--- config.mk ---
export PLATFORM = sky130hd
export DESIGN_NAME = processing_element
export DESIGN_NICKNAME = d
export VERILOG_FILES = /design/src/rtl/systolic_pkg.sv /design/src/rtl/pe_mac.sv /design/src/rtl/processing_element.sv
export SDC_FILE = /design/constraint.sdc
export NUM_CORES = 1
export LEC_CHECK = 0
export ABC_AREA = 1
export BUFFER_PORTS_ARGS = -buffer_cell sky130_fd_sc_hd__buf_2
export CAP_MARGIN = 20
export CORE_UTILIZATION = 40
export DETAILED_ROUTE_END_ITERATION = 12
export PLACE_DENSITY = 0.69
export SLEW_MARGIN = 20
export SYNTH_ARGS = -nofsm -noshare
export SYNTH_HDL_FRONTEND = slang
export SYNTH_SLANG_ARGS = --single-unit
--- constraint.sdc ---
create_clock -name clk -period 6.25 [get_ports clk]
set_clock_uncertainty 0.05 [all_clocks]
set_input_delay 0.3125 -clock clk [delete_from_list [all_inputs] [get_ports clk]]
set_output_delay 0.3125 -clock clk [all_outputs]
set_load 0.01 [all_outputs]
--- src/rtl/systolic_pkg.sv ---
// Shared constants, types and helpers for the weight-stationary systolic array.
package systolic_pkg;

    localparam int DATA_W = 8;
    localparam int ACC_W  = 32;

    typedef logic signed [DATA_W-1:0] data_t;
    typedef logic signed [ACC_W-1:0]  acc_t;

    // Sign-extend a full-width product into the accumulator width.
    function automatic logic [ACC_W-1:0] sext_product(input logic [2*DATA_W-1:0] product);
        sext_product = {{(ACC_W-2*DATA_W){product[2*DATA_W-1]}}, product};
    endfunction

endpackage

--- src/rtl/pe_mac.sv ---
// Combinational signed multiply and wrap-around accumulate of one PE.
module pe_mac
    import systolic_pkg::*;
(
    input  logic [DATA_W-1:0] data_in,
    input  logic [DATA_W-1:0] weight,
    input  logic [ACC_W-1:0]  partial_sum_in,
    output logic [ACC_W-1:0]  mac_out
);

    logic [2*DATA_W-1:0] data_ext_s;
    logic [2*DATA_W-1:0] weight_ext_s;
    logic [2*DATA_W-1:0] product_s;

    // Operands widened to the product width first so the low half of the multiply is the exact signed product.
    always_comb begin
        data_ext_s   = {{DATA_W{data_in[DATA_W-1]}}, data_in};
        weight_ext_s = {{DATA_W{weight[DATA_W-1]}}, weight};
        product_s    = data_ext_s * weight_ext_s;
        mac_out      = partial_sum_in + sext_product(product_s);
    end

endmodule

--- src/rtl/processing_element.sv ---
// Weight-stationary MAC cell: forwards activations east and accumulated sums south, both registered.
module processing_element
    import systolic_pkg::*;
(
    input  logic              clk,
    input  logic              rst,
    input  logic [DATA_W-1:0] weight_in,
    input  logic              load_weight,
    input  logic [DATA_W-1:0] data_in,
    input  logic [ACC_W-1:0]  partial_sum_in,
    output logic [DATA_W-1:0] data_out,
    output logic [ACC_W-1:0]  partial_sum_out
);

    logic [DATA_W-1:0] weight_r;
    logic [ACC_W-1:0]  mac_sum_s;

    pe_mac u_mac (
        .data_in        (data_in),
        .weight         (weight_r),
        .partial_sum_in (partial_sum_in),
        .mac_out        (mac_sum_s)
    );

    // Pipeline registers; a weight loaded on an edge is first used on the following edge.
    always_ff @(posedge clk or posedge rst) begin
        if (rst) begin
            weight_r        <= {DATA_W{1'b0}};
            data_out        <= {DATA_W{1'b0}};
            partial_sum_out <= {ACC_W{1'b0}};
        end else begin
            data_out        <= data_in;
            partial_sum_out <= mac_sum_s;
            if (load_weight) begin
                weight_r <= weight_in;
            end else begin
                weight_r <= weight_r;
            end
        end
    end

endmodule

==> out/results.ini <==
[outcome]
status=completed

[clocking]
clkSinkCount=48
cts_buffers=5
clk_pin_slew_ns=0.08
cts_root_buf=clkbuf_16
cts_max_level=2
cts_tree=yes
worstSkewPairLatency_ns=0.30
clockBufferDepth=2

[global_route]
antenna_found_initial=0
grt_pass1_vias=5429
grt_first_pass_wirelength_um=25320
grt_start_max_net_pins=49
overflow=0
grt_use_total_pct=19.98

[layout]
final_common_cell=nand2_1
diodes=0
layout.cells.non_filler=1121
mostFrequentLayoutCells=226 x nand2_1, 213 x inv_1, 90 x buf_2
drive_above_1_share_pct=14.94
area_growth_pct=14.35
nets=1105
fillers=1510

[synth]
synth-warning-count=0
yosysTopAreaCell=dfrtp_1
synth_cells=850
syn_nets=1019
syn_area_um2=6146
synthTopCellsByArea=dfrtp_1 20%, fa_1 18%, nand2_1 14%, inv_1 13%, ha_1 13%
yosys_register_bits=48
synth_cell_types=35
synth_top_area_share_pct=19.54
synth_area_per_cell_um2=7.230
yosysSeqAreaShare_pct=19.54

[job]
drv_cap=0

[sta]
post-route-period-util_pct=92.88
post-route-min-period_ns=5.805
setup_violations=0
tns_ns=0
rsz0062_at_grt=false
final_max_slew_viol_count=0
hold_viol=0
relSlewSlack_pct=43.08
holdWs_ns=0.1047
fmax_mhz=172.3
worst_pin_slew_ns=0.8528

[floorplan]
fp.dieArea_um2=15860
start_util_pct=41.66
ioPinCount=91
dieHeight_um=126.0
core_um2=14750
num_rows=44
fp.dieW_um=126.0

[routing]
dr.first_iter.drc_count=370
ant_nets=0
vias=5426
via_per_inst=4.840
drc=0
finalWirelength_um=14750
wl_per_cell_um=13.16
drt-pass1-iter-count=6

[worst_setup_path]
crit_top_cell=inv_1
arrival_ns=5.95
path_buf_inv=9
crit_required_ns=6.40
critPathTopFamily=adder cells
path_max_fanout=17
max_stage_delay_ns=0.61
slowest_stage=fa_2
crit_type=reg2reg
setup.worst_path.end_class=flip-flop
critPathLaunchType=flip-flop

[hold_path]
hp-class=in2async

[place]
portBuffers=90
gp_congestion=0.9029
placed_cells=1113
hpwl_um=12360

-- final cells by class --
| cell class | count | area [um^2] | share of cell area [%] |
|---|---|---|---|
| Timing Repair Buffer | 95 | 491.7 | 6.997 |
| Clock inverter | 2 | 38.79 | 0.5519 |
| Inverter | 216 | 812.0 | 11.55 |
| Tap cell | 184 | 230.2 | 3.276 |
| Sequential cell | 48 | 1201 | 17.09 |
| Clock buffer | 6 | 138.9 | 1.976 |
| Multi-Input combinational cell | 570 | 4115 | 58.55 |
-- metal layers --
layer	share of wire [%]	GRT usage, %	vias up	routed length [um]
met3	6.1	2.209	11	899
met1	48	28.18	2538	7010
li1	-	-	2721	-
met5	0	0	-	0
met2	45	33.21	156	6700
met4	0.93	3.898	0	137
-- per-stage QoR --
stage | util, % | instance area, um^2 | setup WS (ns)
4_1_cts | 47.32 | 6982 | 0.3243
3_3_place_gp | 46.12 | 6804 | 0.2692
3_5_place_dp | 46.12 | 6804 | 0.2543
5_1_grt | 47.63 | 7028 | 0.01367
6_report | 47.63 | 7028 | 0.4450
2_1_floorplan | - | 6146 | 0.6368
-- sequential cells by signal (all words and copies together), names as in the netlist --
name / count
partial_sum_out: 32
data_out: 8
weight_r: 8
-- cell families (layout without fill, tap and decap cells) --
group,after synthesis,count (layout),share of synthesized area [%]
adder cells (fa/ha/maj),118,118,30.86
XOR/XNOR,25,25,3.563
buffers and inverters,232,319,14.17
multiplexers,7,7,1.283
AND/OR/NAND/NOR,342,342,23.17
AO/OA/AOI/OAI,78,78,7.410
flip-flops,48,48,19.54
-- synthesized netlist by cell type --
cell,n
inv_2,2
a21o_1,7
inv_1,214
nor2_2,1
nor2_4,2
xnor2_1,4
fa_1,56
ha_1,62
or2_2,1
nand2_1,226
o21ai_1,1
nor4_2,1
and3_1,1
nand3b_1,4
xor2_1,21
nand3_2,1
or2_1,1
o21bai_1,7
a21boi_0,3
nand2_2,4
nor2_1,54
o21ai_2,1
o211ai_2,1
a21oi_2,2
nor3_1,2
o21ai_0,16
nand4_1,10
a21oi_1,38
a31oi_1,1
dfrtp_1,48
clkbuf_1,16
o21a_1,1
nand3_1,30
mux2_2,7
nor4_1,4
-- timing repair --
action                     CTS  global route
setup endpoints to repair    0            11
setup buffers                0             0
hold buffers                 0             0
resized for setup            0            14
-- final timing paths --
path	start	to	slack, ns	cells after the start
hold reg to reg	weight_r[7]	weight_r[7]	0.68	2
setup reg to reg	weight_r[2]	partial_sum_out[21]	0.44	28
min in group clk	data_in[7]	data_out[7]	0.18	1
hold / removal	rst	partial_sum_out[0]	0.10	2
setup / recovery	weight_r[2]	partial_sum_out[21]	0.44	28
max in group asynchronous	rst	partial_sum_out[11]	5.54	2
Power is left out: the tool's default activity adds up to more than one toggle a clock period on the data nets, which glitch-free logic cannot reach.
